## config.mk

```make
export PLATFORM = sky130hd
export DESIGN_NAME = mux_rr_arbiter_flat
export DESIGN_NICKNAME = d
export VERILOG_FILES = /design/src/rtl/mux_rr_arbiter_if.sv /design/src/rtl/mux_rr_arbiter.sv /design/src/flat_wrapper.sv
export SDC_FILE = /design/constraint.sdc
export NUM_CORES = 1
export LEC_CHECK = 0
export CORE_MARGIN = 5
export CORE_UTILIZATION = 40
export DETAILED_ROUTE_END_ITERATION = 16
export DONT_BUFFER_PORTS = 1
export SYNTH_ARGS = -nofsm -noshare
export SYNTH_HDL_FRONTEND = slang
export SYNTH_SLANG_ARGS = --single-unit
```

## constraint.sdc

```tcl
create_clock -name clk -period 7.2 [get_ports clk]
set_input_delay 0.72 -clock clk [delete_from_list [all_inputs] [get_ports clk]]
set_output_delay 0.72 -clock clk [all_outputs]
set_load 0.03 [all_outputs]
```

## src/rtl/mux_rr_arbiter_if.sv

```systemverilog
`default_nettype none
// ============================================================================
// Module   : mux_rr_arbiter_if
// Purpose  : Bundles the four requester inputs, the per-requester accept
//            strobes, the grant/select status and the shared valid/ready
//            output path of mux_rr_arbiter.
// Signals  : req[3:0]      requester valid, held while data is pending
//            in0..in3      requester data (WIDTH bits each)
//            in_ready[3:0] per-requester beat accept (combinational)
//            grant[3:0]    registered one-hot grant, zero when idle
//            sel[1:0]      registered index of the granted requester
//            out_valid     registered output valid
//            out_data      registered output data (WIDTH bits)
//            out_ready     downstream ready
// Modports : master - the arbiter side (drives grant, sel, out_*, in_ready)
//            slave  - the producers/sink side
// Revision : 1.0 - initial release
// ============================================================================
interface mux_rr_arbiter_if #(
  parameter int WIDTH = 4
);
  logic [3:0]       req;
  logic [WIDTH-1:0] in0;
  logic [WIDTH-1:0] in1;
  logic [WIDTH-1:0] in2;
  logic [WIDTH-1:0] in3;
  logic [3:0]       in_ready;
  logic [3:0]       grant;
  logic [1:0]       sel;
  logic             out_valid;
  logic [WIDTH-1:0] out_data;
  logic             out_ready;

  modport master (
    input  req, in0, in1, in2, in3, out_ready,
    output in_ready, grant, sel, out_valid, out_data
  );

  modport slave (
    output req, in0, in1, in2, in3, out_ready,
    input  in_ready, grant, sel, out_valid, out_data
  );
endinterface
`default_nettype wire

```

## src/rtl/mux_rr_arbiter.sv

```systemverilog
`default_nettype none
// ============================================================================
// Module   : mux_rr_arbiter
// Purpose  : Round-robin arbiter driving a registered 4:1 data mux. One
//            requester is granted at a time; its beat is captured into a
//            single output register and offered downstream over valid/ready.
// Ports    : clk    - rising-edge clock
//            reset  - asynchronous, active-high reset
//            bus    - mux_rr_arbiter_if.master (req, in0..in3, in_ready,
//                     grant, sel, out_valid, out_data, out_ready)
// Params   : WIDTH     - data width of each requester and of out_data
//            MAX_BURST - beats per grant (1..15), only used with
//                        MUX_ARB_HOLD_EN
// Options  : MUX_ARB_HOLD_EN - when defined, a grant is held on the same
//            requester for up to MAX_BURST accepted beats before rotating.
//            When undefined, the grant rotates after every accepted beat.
// Revision : 1.0 - initial release
// ============================================================================
module mux_rr_arbiter #(
  parameter int WIDTH     = 4,
  parameter int MAX_BURST = 4
) (
  input  logic             clk,
  input  logic             reset,
  mux_rr_arbiter_if.master bus
);

  if (MAX_BURST < 1 || MAX_BURST > 15) begin : g_burst_range_check
    $error("mux_rr_arbiter: MAX_BURST must be in the range 1..15");
  end

  typedef enum logic [0:0] {
    ST_IDLE = 1'b0,
    ST_BUSY = 1'b1
  } state_t;

  state_t           r_state;
  state_t           w_state_nxt;
  logic [3:0]       r_grant;
  logic [3:0]       w_grant_nxt;
  logic [1:0]       r_sel;
  logic [1:0]       w_sel_nxt;
  logic [1:0]       r_ptr;
  logic [1:0]       w_ptr_nxt;
  logic             r_out_valid;
  logic             w_out_valid_nxt;
  logic [WIDTH-1:0] r_out_data;
  logic [WIDTH-1:0] w_out_data_nxt;
  logic [WIDTH-1:0] w_in_sel;
  logic             w_space;
  logic             w_accept;
  logic             w_withdraw;
  logic             w_rotate;
  // {found, index} results of the three possible searches
  logic [2:0]       w_pick_ptr;
  logic [2:0]       w_pick_rot;
  logic [2:0]       w_pick_wd;

`ifdef MUX_ARB_HOLD_EN
  localparam logic [4:0] c_burst_lim = 5'(MAX_BURST);
  logic [3:0]       r_cnt;
  logic [3:0]       w_cnt_nxt;
`endif

  // Round-robin search: start, start+1, ... mod 4; first set bit wins.
  // Walking from the lowest priority upwards lets the highest one land last.
  function automatic logic [2:0] rr_pick(input logic [3:0] r, input logic [1:0] start);
    logic [2:0] res;
    logic [1:0] idx;
    res = 3'b000;
    for (int k = 3; k >= 0; k--) begin
      idx = start + 2'(k);
      if (r[idx]) res = {1'b1, idx};
    end
    return res;
  endfunction

  // The output register can take a beat if it is empty or draining this cycle.
  assign w_space    = ~r_out_valid | bus.out_ready;
  assign w_accept   = (r_state == ST_BUSY) & bus.req[r_sel] & w_space;
  assign w_withdraw = (r_state == ST_BUSY) & ~bus.req[r_sel];

  assign w_pick_ptr = rr_pick(bus.req, r_ptr);
  // After an accept the served requester sits at the lowest priority slot
  // but stays eligible.
  assign w_pick_rot = rr_pick(bus.req, r_sel + 2'd1);
  // On withdraw the granted requester is masked out of the search.
  assign w_pick_wd  = rr_pick(bus.req & ~r_grant, r_sel + 2'd1);

  always_comb begin
    w_in_sel = bus.in0;
    case (r_sel)
      2'd0:    w_in_sel = bus.in0;
      2'd1:    w_in_sel = bus.in1;
      2'd2:    w_in_sel = bus.in2;
      default: w_in_sel = bus.in3;
    endcase
  end

  always_comb begin
    w_state_nxt     = r_state;
    w_grant_nxt     = r_grant;
    w_sel_nxt       = r_sel;
    w_ptr_nxt       = r_ptr;
    w_out_valid_nxt = r_out_valid & ~bus.out_ready;
    w_out_data_nxt  = r_out_data;
    w_rotate        = 1'b0;
`ifdef MUX_ARB_HOLD_EN
    w_cnt_nxt       = r_cnt;
`endif

    // A new accept overwrites the output register even while it drains,
    // so back-to-back beats flow without a bubble.
    if (w_accept) begin
      w_out_valid_nxt = 1'b1;
      w_out_data_nxt  = w_in_sel;
    end

    case (r_state)
      ST_IDLE: begin
        if (w_pick_ptr[2]) begin
          w_state_nxt = ST_BUSY;
          w_grant_nxt = 4'b0001 << w_pick_ptr[1:0];
          w_sel_nxt   = w_pick_ptr[1:0];
        end
      end
      ST_BUSY: begin
        if (w_accept) begin
`ifdef MUX_ARB_HOLD_EN
          if (({1'b0, r_cnt} + 5'd1) < c_burst_lim) begin
            w_cnt_nxt = r_cnt + 4'd1;
          end else begin
            w_rotate = 1'b1;
          end
`else
          w_rotate = 1'b1;
`endif
        end else if (w_withdraw) begin
`ifdef MUX_ARB_HOLD_EN
          w_cnt_nxt = 4'd0;
`endif
          if (w_pick_wd[2]) begin
            w_grant_nxt = 4'b0001 << w_pick_wd[1:0];
            w_sel_nxt   = w_pick_wd[1:0];
          end else begin
            w_state_nxt = ST_IDLE;
            w_grant_nxt = 4'b0000;
            w_sel_nxt   = 2'd0;
          end
        end
        // Otherwise backpressured: grant, sel and data hold.

        if (w_rotate) begin
          w_ptr_nxt = r_sel + 2'd1;
`ifdef MUX_ARB_HOLD_EN
          w_cnt_nxt = 4'd0;
`endif
          if (w_pick_rot[2]) begin
            w_grant_nxt = 4'b0001 << w_pick_rot[1:0];
            w_sel_nxt   = w_pick_rot[1:0];
          end else begin
            w_state_nxt = ST_IDLE;
            w_grant_nxt = 4'b0000;
            w_sel_nxt   = 2'd0;
          end
        end
      end
      default: begin
        w_state_nxt = ST_IDLE;
        w_grant_nxt = 4'b0000;
        w_sel_nxt   = 2'd0;
      end
    endcase
  end

  always_ff @(posedge clk or posedge reset) begin
    if (reset) begin
      r_state     <= ST_IDLE;
      r_grant     <= 4'b0000;
      r_sel       <= 2'd0;
      r_ptr       <= 2'd0;
      r_out_valid <= 1'b0;
      r_out_data  <= '0;
    end else begin
      r_state     <= w_state_nxt;
      r_grant     <= w_grant_nxt;
      r_sel       <= w_sel_nxt;
      r_ptr       <= w_ptr_nxt;
      r_out_valid <= w_out_valid_nxt;
      r_out_data  <= w_out_data_nxt;
    end
  end

`ifdef MUX_ARB_HOLD_EN
  always_ff @(posedge clk or posedge reset) begin
    if (reset) begin
      r_cnt <= 4'd0;
    end else begin
      r_cnt <= w_cnt_nxt;
    end
  end
`endif

  assign bus.in_ready  = r_grant & {4{w_space}};
  assign bus.grant     = r_grant;
  assign bus.sel       = r_sel;
  assign bus.out_valid = r_out_valid;
  assign bus.out_data  = r_out_data;

endmodule
`default_nettype wire

```

## src/flat_wrapper.sv

```systemverilog
// flat-port wrapper written by rule: the top's interface ports become plain ports
module mux_rr_arbiter_flat 
#(
  parameter int WIDTH     = 4,
  parameter int MAX_BURST = 4
)
  (clk, reset, bus_req, bus_in0, bus_in1, bus_in2, bus_in3, bus_out_ready, bus_in_ready, bus_grant, bus_sel, bus_out_valid, bus_out_data);
  mux_rr_arbiter_if #(.WIDTH(WIDTH)) bus_i ();
  input  logic clk;
  input  logic reset;
  input wire logic [$bits(bus_i.req)-1:0] bus_req;
  input wire logic [$bits(bus_i.in0)-1:0] bus_in0;
  input wire logic [$bits(bus_i.in1)-1:0] bus_in1;
  input wire logic [$bits(bus_i.in2)-1:0] bus_in2;
  input wire logic [$bits(bus_i.in3)-1:0] bus_in3;
  input wire logic [$bits(bus_i.out_ready)-1:0] bus_out_ready;
  output wire logic [$bits(bus_i.in_ready)-1:0] bus_in_ready;
  output wire logic [$bits(bus_i.grant)-1:0] bus_grant;
  output wire logic [$bits(bus_i.sel)-1:0] bus_sel;
  output wire logic [$bits(bus_i.out_valid)-1:0] bus_out_valid;
  output wire logic [$bits(bus_i.out_data)-1:0] bus_out_data;
  assign bus_i.req = bus_req;
  assign bus_i.in0 = bus_in0;
  assign bus_i.in1 = bus_in1;
  assign bus_i.in2 = bus_in2;
  assign bus_i.in3 = bus_in3;
  assign bus_i.out_ready = bus_out_ready;
  assign bus_in_ready = bus_i.in_ready;
  assign bus_grant = bus_i.grant;
  assign bus_sel = bus_i.sel;
  assign bus_out_valid = bus_i.out_valid;
  assign bus_out_data = bus_i.out_data;
  mux_rr_arbiter #(.WIDTH(WIDTH), .MAX_BURST(MAX_BURST)) u_core (.clk(clk), .reset(reset), .bus(bus_i));
endmodule
```

==> impl_metrics.json, run 1 <==
{
  "grtUsageTotal_pct": 15.34,
  "maxSlewHeadroom_pct": 47.51,
  "min_period_over_period_pct": 37.27,
  "cts_tree": "yes",
  "synth_compound_area_share_pct": 30.76,
  "cts.reportedPaths.clkPinSlew_ns": 0.10,
  "tritoncts.num_buffers": 3,
  "synth-simple-area-share_pct": 28.19,
  "post_synth_net_total": 173,
  "area.growth.synth_to_final_pct": 3.430,
  "first_global_vias": 1066,
  "skew_ns": 0.01716,
  "holdCritPathClass": "in2async",
  "setup.worst_path.start": "u_core.bus.sel[0]",
  "synthArstFlopShare_pct": 100.0,
  "synth-edff-count": 0,
  "power.static_leakage_uw": 0.0005116,
  "rsz0062_at_grt": "no",
  "run_status": "finished clean",
  "synth.largest_area_cell": "dfrtp_1",
  "top_cells_by_count_synth": "a21oi_1 (14), dfrtp_1 (14), nand2_1 (14), nor2_1 (14), o21ai_0 (11)",
  "ioPinCount": 38,
  "post_route_cells_drive_above_1_share_pct": 6.993,
  "max_slew.worst_pin.slew_ns": 0.7850,
  "reg2reg_from": "u_core.bus.sel[0]",
  "gpl.final_weighted_congestion": 0.8579,
  "final_critical_path_setup_slack_ns": 4.516,
  "ys_top_cells_by_area": "dfrtp_1 (30%), a21oi_1 (6.0%), nor2b_1 (4.8%)",
  "drc": 0,
  "fillCellCount": 279,
  "n_antenna_cell": 0,
  "grt-ovfl-total": 0,
  "synth_cells": 146,
  "synth-main-ff-cell": "dfrtp_1",
  "final_non_filler_cells": 174,
  "clock.fmax_ghz": 0.3726,
  "detail_route.iter0.violations": 71,
  "irDropWorstVdd_v": 0.0002606,
  "placeableCoreArea_sq_um": 2781,
  "critical_path_arrival_ns": 2.89,
  "postSynthAreaPerCell_sq_um": 7.996,
  "synth.top_cell.area_share_pct": 30.01,
  "cts_post_setup_buffers_inserted": 0,
  "htreeDepth": 1,
  "post_route_standard_cell_area_excluding_fillers_sq_um": 1207,
  "global_route_wire_length_before_repair_mm": 5.188,
  "timing.critical_path.to_type": "flip-flop",
  "ctsHoldBuffers": 0,
  "timing.final.crit_period_ns": 2.684,
  "hold_violations": 0,
  "via_per_inst": 6.144,
  "post_synth_xor_area_fraction_pct": 0,
  "final_report_max_slew_violation_count": 0,
  "finalSetupViolations": 0,
  "placement.setup.worst_slack_ns": 4.552,
  "nets": 171,
  "cts-root-buf": "clkbuf_4",
  "fin_tns_setup_ns": 0,
  "element_type_at_the_critical_path_start": "flip-flop",
  "wire_per_inst_um": 17.61,
  "synth.area.mux_share_pct": 1.822,
  "synth_top_family_by_area": "compound AO/OA/AOI/OAI gates",
  "dieHeight_um": 64.02,
  "maximum_number_of_pins_on_one_net_before_global_route_repair": 20,
  "critPathRequiredTime_ns": 7.41,
  "clk_path_buf_depth": 2,
  "yosys_warnings": 0,
  "classification_of_the_worst_setup_path": "reg2reg",
  "vias": 1069,
  "drt_first_pass_iters": 4,
  "design_power_total_uw": 660.3,
  "detail-route-antenna-nets": 0,
  "initial_core_util_pct": 41.97,
  "detailedPlacementHpwl_mm": 2.388,
  "yosysSeqAreaShare_pct": 30.01,
  "power-per-cell-area_nw_per_um2": 546.9,
  "synthesized_area_fraction_occupied_by_adder_cells_pct": 4.287,
  "crit_buf_inv": 2,
  "die_width_um": 64.02,
  "ys_ff_latch": 14,
  "post_synth_num_cell_types": 42,
  "worst_path_dominant_cell_family": "compound AO/OA/AOI/OAI gates",
  "tritoncts_num_sinks": 14,
  "max_cap_viol_count": 0,
  "total_length_of_routed_wires_mm": 3.065,
  "critical_path.cell_chain": "inv_1 > ha_1 > inv_1 > nand3_1 > a21oi_1 > nand2b_4 > o221a_1 > a221oi_2",
  "worst_path_largest_cell_delay_ns": 0.81,
  "total_placed_instance_area_sq_um": 1171,
  "dpl.cell_count": 170,
  "crit_path_top_delay_cell": "dfrtp_1",
  "critPathMaxFanout": 15,
  "cts.repair.resized": 0,
  "antenna_violations_before_repair": 0,
  "cpMostUsedCell": "inv_1",
  "synth.cell_area_sq_um": 1167,
  "placement_rows": 19,
  "numPortBuffers": 0,
  "design.die.area_sq_um": 4099,
  "clk_latency_ns": 0.29
}
metal layers:
metal / vias to the layer above / GRT usage, % / part of all wire (%)
li1: 531 / - / -
met3: 4 / 4.378 / 6.7
met1: 490 / 19.21 / 42
met4: 0 / 3.377 / 0.55
met2: 44 / 26.01 / 51
met5: - / 0 / 0
placed cells by master, fill, tap and decap left out, types with 2 or more instances in the layout:
cell,netlist,routed
dfrtp_1,14,14
nand2b_1,7,7
o21ai_0,11,11
nand3_1,3,3
or2_1,2,2
nand2_1,14,14
a222oi_1,4,4
inv_1,6,6
a21oi_1,14,14
ha_1,4,4
nand4_1,2,2
a22oi_1,2,2
nand3b_1,2,2
o22ai_1,3,3
clkbuf_4,0,3
nor2b_1,9,9
nor2_1,14,14
and2_1,4,4
a221oi_1,4,4
report_power, final:
group | total [uW] | internal, uW | switching (uW)
registers | 228 | 117 | 112
clock network | 57.6 | 30.8 | 26.8
logic | 374 | 154 | 220
state kept, by name, summed over array words and instances (netlist names):
| signal | count |
|---|---|
| u_core.bus.grant | 4 |
| u_core.bus.out_valid | 1 |
| u_core.bus.sel | 2 |
| u_core.bus.out_data | 4 |
| u_core.r_state | 1 |
| u_core.r_ptr | 2 |
layout make-up:
type                       count  area [sq um]  area share [%]
clock buffer                   4         36.28           3.005
inverter                       6         22.52           1.865
multi-input combinational    119         759.5           62.90
sequential                    14         350.3           29.02
tap                           31         38.79           3.212
logic make-up after synthesis:
logic type                 after synthesis
and+or+nand+nor                         62
AOI/OAI and AO/OA                       51
DFF                                     14
adders and majority gates                4
muxes                                    2
buffers and inverters                   13
worst paths after layout:
| check | endpoint | slack (ns) | depth (start not counted) |
|---|---|---|---|
| worst max-delay path | u_core.bus.grant[1] | 4.52 | 8 |
| worst min register to register | u_core.r_ptr[0] | 0.54 | 2 |
| worst min-delay path | u_core.bus.sel[0] | 0.35 | 1 |
| worst max register to register | u_core.bus.grant[1] | 4.52 | 8 |
| max in group asynchronous | u_core.bus.out_data[3] | 6.48 | 1 |
| min in group clk | u_core.r_ptr[0] | 0.54 | 2 |
per-stage QoR:
stage	hold WS, ns	util, %
2_1_floorplan	0.4635	-
3_3_place_gp	0.5329	42.11
3_5_place_dp	0.5232	42.11
4_1_cts	0.3670	43.41
5_1_grt	0.4090	43.41
6_report	0.3489	43.41
Note: power is estimated with default switching activity, not from simulation.
==> run 2: changes to the inputs <==
==> constraint.sdc (replaced) <==
create_clock -name clk -period 2.29 [get_ports clk]
set_input_delay 0.229 -clock clk [delete_from_list [all_inputs] [get_ports clk]]
set_output_delay 0.229 -clock clk [all_outputs]
set_load 0.03 [all_outputs]
==> run 2 against run 1 <==
Power grew to 3.3 times the previous value. Non-clock buffer count is 11 higher. Routed wire length is 9.7% higher. Clock skew is 0.014 ns lower. Worst hold slack worse by 0.21 ns. Sequential cell count stayed put. Critical path type unchanged. Sequential share of layout area is 1.8 points lower. Design area is 7.2% higher. Critical endpoint unchanged. Global-route usage is 1.1 points higher. Highest routed layer unchanged. Register-to-register slack worse by 4.3 ns. Die area stayed put.
==> impl_metrics.json, run 2 (synthesis gave the netlist of run 1 again) <==
{
  "detail-route-antenna-nets": 0,
  "timing.critical_path.to_type": "flip-flop",
  "first_global_vias": 1118,
  "dieHeight_um": 64.02,
  "power-per-cell-area_nw_per_um2": 1706,
  "clock.fmax_ghz": 0.4805,
  "die_width_um": 64.02,
  "crit_path_top_delay_cell": "dfrtp_2",
  "htreeDepth": 1,
  "groute.layer.met3.usage_pct": 4.203,
  "design.die.area_sq_um": 4099,
  "tritoncts_num_sinks": 14,
  "rsz0062_at_grt": "no",
  "detailedPlacementHpwl_mm": 2.561,
  "vias": 1183,
  "run_status": "finished clean",
  "post_route_cells_drive_above_1_share_pct": 14.29,
  "cts_tree": "yes",
  "total_placed_instance_area_sq_um": 1244,
  "crit_end": "u_core.bus.grant[1]",
  "holdCritPathClass": "in2reg",
  "nets": 182,
  "grtUsageTotal_pct": 16.47,
  "critical_path_arrival_ns": 2.28,
  "final_report_max_slew_violation_count": 0,
  "cts.reportedPaths.clkPinSlew_ns": 0.09,
  "worst-path-stages": 8,
  "n_antenna_cell": 0,
  "skew_ns": 0.003266,
  "critical_path.cell_chain": "inv_1 > ha_1 > inv_1 > nand3_1 > a21oi_2 > nand2b_4 > o221a_1 > a221oi_2",
  "max_cap_viol_count": 0,
  "tritoncts.num_buffers": 3,
  "timing.final.crit_period_ns": 2.081,
  "numPortBuffers": 0,
  "finalSetupViolations": 0,
  "element_type_at_the_critical_path_start": "flip-flop",
  "maximum_number_of_pins_on_one_net_before_global_route_repair": 15,
  "irDropWorstVdd_v": 0.0008647,
  "reg2reg_from": "u_core.bus.sel[0]",
  "clk_latency_ns": 0.28,
  "initial_core_util_pct": 41.97,
  "critPathMaxFanout": 7,
  "post_route_standard_cell_area_excluding_fillers_sq_um": 1294,
  "fin_tns_setup_ns": 0,
  "global_route.usage.met1_pct": 21.18,
  "worstRegToRegCells": 8,
  "max_slew.worst_pin.slew_ns": 0.8477,
  "wire_per_inst_um": 18.18,
  "cts-root-buf": "clkbuf_4",
  "min_period_over_period_pct": 90.88,
  "worst_path_dominant_cell_family": "compound AO/OA/AOI/OAI gates",
  "crit_buf_inv": 2,
  "grt_util_met2_pct": 27.39,
  "detail_route.iter0.violations": 92,
  "critPathRequiredTime_ns": 2.49,
  "setup.worst_path.start": "u_core.bus.sel[0]",
  "classification_of_the_worst_setup_path": "reg2reg",
  "regToRegEndpoint": "u_core.bus.grant[1]",
  "layout.cells.most_common_list": "nand2_1 (14), nor2_1 (14), a21oi_1 (13), dfrtp_1 (13), o21ai_0 (11)",
  "ioPinCount": 38,
  "drc": 0,
  "total_length_of_routed_wires_mm": 3.363,
  "worstHoldPathCells": 2,
  "clk_path_buf_depth": 2,
  "antenna_violations_before_repair": 0,
  "grt-ovfl-total": 0,
  "area.growth.synth_to_final_pct": 10.83,
  "power.static_leakage_uw": 0.0005626,
  "hold_violations": 0,
  "drt_first_pass_iters": 5,
  "gpl.final_weighted_congestion": 0.9079,
  "worst_path_largest_cell_delay_ns": 0.42,
  "placeableCoreArea_sq_um": 2781,
  "via_per_inst": 6.395,
  "worst-r2r-setup-slack_ns": 0.21,
  "global_route_wire_length_before_repair_mm": 5.423,
  "placement_rows": 19,
  "grt.busiest_layer": "met2",
  "cpMostUsedCell": "inv_1",
  "maxSlewHeadroom_pct": 43.31
}
[run 2: changes by cell type in the layout (fill, tap and decap cells not counted), sizes merged]
cell         change
dlygate4sd3      +1
buf             +10
[run 2: timing repair]
action                     in CTS  in global routing
setup buffers                   0                  1
hold buffers                    1                  0
setup endpoints to repair       0                  4
gates resized for setup         0                  1
hold endpoints to repair       14                  0
[run 2: layout make-up]
cell class	instances	area [sq um]
multi-input cells	119	769.5
inverters	6	22.52
clock buffers	4	26.28
repair buffers	11	85.08
flip-flops and latches	14	351.6
well taps	31	38.79
fillers	283	1488
[run 2: worst register-to-register path: cells and delay by family (launching register included)]
family	cells	cell delay, ns
AOI/OAI and AO/OA	3	0.79
adders and majority gates	1	0.39
buffers and inverters	2	0.22
DFF	1	0.42
and+or+nand+nor	2	0.18
[run 2: where the power goes]
part / total [uW] / internal, uW / switching (uW)
clock: 154 / 67.7 / 86.0
sequential: 546 / 372 / 173
combinational: 1510 / 591 / 916
[run 2: layer usage]
metal / up-vias / share of wire [%]
met5: - / 0
li1: 555 / -
met2: 55 / 50
met4: 0 / 1.5
met1: 565 / 42
met3: 8 / 6.8
[run 2: how the worst min path moves through the flow]
stage,start,endpoint,slack [ns]
after floorplan,reset,u_core.bus.grant[0],0.12
after global placement,reset,u_core.r_ptr[1],0.20
after detailed placement,reset,u_core.r_ptr[1],0.21
after CTS,bus_in3[3],u_core.bus.out_data[3],0.14
after global routing,bus_in3[3],u_core.bus.out_data[3],0.13
final,bus_in3[3],u_core.bus.out_data[3],0.14
[run 2: per-stage QoR]
stage | util [%] | cells | hold WS [ns] | worst slack, ns | total power (uW)
after CTS | 46.02 | 184 | 0.1390 | 0.1314 | 2171
final | 46.51 | 185 | 0.1416 | 0.2089 | 2207
after global placement | 44.71 | 179 | 0.2037 | 0.2603 | 1985
after detailed placement | 44.71 | 179 | 0.2098 | 0.1553 | 2012
after floorplan | - | 146 | 0.1182 | 0.003487 | 1695
after global routing | 46.51 | 185 | 0.1348 | 0.04905 | 2396
==> run 3: changes to the inputs <==
--- a/config.mk
+++ b/config.mk
@@ -9,6 +9,7 @@
 export CORE_UTILIZATION = 40
 export DETAILED_ROUTE_END_ITERATION = 16
 export DONT_BUFFER_PORTS = 1
+export GPL_TIMING_DRIVEN = 1
 export SYNTH_ARGS = -nofsm -noshare
 export SYNTH_HDL_FRONTEND = slang
 export SYNTH_SLANG_ARGS = --single-unit
==> constraint.sdc (replaced) <==
create_clock -name clk -period 2.29 [get_ports clk]
set_input_delay 0.687 -clock clk [delete_from_list [all_inputs] [get_ports clk]]
set_output_delay 0.687 -clock clk [all_outputs]
set_load 0.03 [all_outputs]
==> run 3 against run 2 <==
Core utilization grew 0.76 points. Setup slack better by 0.0022 ns. Via count decreased by 0.25%. Register-to-register slack better by 0.08 ns. Sequential power barely moved. Highest routed layer unchanged. First-iteration DRC count up 33%. Sequential share of layout area down 0.44 points. Final cell count grew 2.2%. Non-clock buffer count is 4 higher. Worst hold slack better by 0.19 ns.
==> impl_metrics.json, run 3 (synthesis gave the netlist of run 1 again) <==
{
  "post_route_cells_drive_above_1_share_pct": 16.46,
  "fin_tns_setup_ns": 0,
  "max_cap_viol_count": 0,
  "cts-root-buf": "clkbuf_4",
  "initial_core_util_pct": 41.97,
  "irDropWorstVdd_v": 0.0008307,
  "cts.repair.resized": 0,
  "detail_route.iter0.violations": 122,
  "vias": 1180,
  "comb_power_share_pct": 69.0,
  "finalSetupViolations": 0,
  "timing.critical_path.to_type": "primary output",
  "detail-route-antenna-nets": 0,
  "global_route_wire_length_before_repair_mm": 5.299,
  "detailedPlacementHpwl_mm": 2.580,
  "wire_per_inst_um": 17.34,
  "final_report_max_slew_violation_count": 0,
  "cts_tree": "yes",
  "numPortBuffers": 0,
  "layout.cells.most_common_list": "buf_4 (15), nand2_1 (14), nor2_1 (14), a21oi_1 (13), dfrtp_1 (13)",
  "skew_ns": 0.004010,
  "drc": 0,
  "drt_first_pass_iters": 5,
  "run_status": "finished clean",
  "placement_rows": 19,
  "cts_post_setup_buffers_inserted": 0,
  "design.die.area_sq_um": 4099,
  "clock.fmax_ghz": 0.4810,
  "critical_path_arrival_ns": 1.39,
  "total_length_of_routed_wires_mm": 3.278,
  "antenna_violations_before_repair": 0,
  "power-per-cell-area_nw_per_um2": 1717,
  "ctsHoldBuffers": 0,
  "first_global_vias": 1137,
  "tritoncts.num_buffers": 3,
  "clock_power_share_pct": 6.8,
  "grt-ovfl-total": 0,
  "power.static_leakage_uw": 0.0005773,
  "classification_of_the_worst_setup_path": "reg2out",
  "min_period_over_period_pct": 90.78,
  "maximum_number_of_pins_on_one_net_before_global_route_repair": 15,
  "layout.cells.most_common": "buf_4",
  "hold_violations": 0,
  "die_width_um": 64.02,
  "fillCellCount": 270,
  "design_power_total_uw": 2258,
  "rsz0062_at_grt": "no",
  "element_type_at_the_critical_path_start": "flip-flop",
  "critPathMaxFanout": 6,
  "cts.reportedPaths.clkPinSlew_ns": 0.09,
  "final_core_utilization_pct": 47.28,
  "clk_path_buf_depth": 2,
  "max_slew.worst_pin.slew_ns": 0.5736,
  "n_antenna_cell": 0,
  "holdCritPathClass": "in2async",
  "switching_share_pct": 52.46,
  "power.sequential.fraction_pct": 24.2,
  "clk_latency_ns": 0.29,
  "p_sw_uw": 1185,
  "gpl.final_weighted_congestion": 0.8819,
  "critPathRequiredTime_ns": 1.60,
  "nets": 186,
  "maxSlewHeadroom_pct": 61.72,
  "ioPinCount": 38,
  "dieHeight_um": 64.02,
  "area.growth.synth_to_final_pct": 12.65,
  "via_per_inst": 6.243,
  "internal_power_uw": 1074,
  "grtUsageTotal_pct": 16.25,
  "timing.final.crit_period_ns": 2.079,
  "tritoncts_num_sinks": 14,
  "htreeDepth": 1,
  "placeableCoreArea_sq_um": 2781
}
-- run 3: critical path: stages, from the launching register on --
cell,delay [ns]
dfrtp_1,0.51
nand2b_1,0.25
and2_1,0.35
-- run 3: power groups by stage --
stage	clock network, uW	registers (uW)	logic, uW
after detailed placement	0	550	1540
after global placement	0	548	1520
after floorplan	0	644	1050
after CTS	162	546	1550
final	154	547	1560
after global routing	166	559	1720
-- run 3: final timing paths --
check | from | slack [ns] | cells past startpoint | endpoint
setup / recovery | u_core.bus.out_valid | 0.21 | 2 | bus_in_ready[3]
hold / removal | reset | 0.33 | 1 | u_core.r_ptr[1]
setup reg to reg | u_core.bus.sel[0] | 0.29 | 7 | u_core.bus.grant[1]
hold reg to reg | u_core.r_ptr[0] | 0.55 | 2 | u_core.r_ptr[0]
max in group asynchronous | reset | 1.55 | 1 | u_core.bus.sel[0]
min in group clk | u_core.r_ptr[0] | 0.55 | 2 | u_core.r_ptr[0]
-- run 3: layout make-up --
type                            count  area [sq um]  area share, %
Sequential cell                    14         351.6          26.74
Clock buffer                        4         26.28          1.998
Inverter                            6         22.52          1.713
Timing Repair Buffer               15         112.6          8.563
Multi-Input combinational cell    119         763.2          58.04
Tap cell                           31         38.79          2.950
-- run 3: layer usage --
layer	wire length (um)	GRT usage [%]
met5	0	0
met1	1354	20.73
met2	1637	26.63
met3	252	4.553
met4	33	4.675
-- run 3: stage by stage --
stage	setup WS, ns	cells	hold slack [ns]	area (sq um)
after detailed placement	0.1595	185	0.5236	1289
after CTS	0.1891	189	0.3521	1315
final	0.2111	189	0.3305	1315
after global placement	0.1790	185	0.5007	1289
after floorplan	0.003487	146	0.4635	1172
after global routing	0.1444	189	0.3756	1315
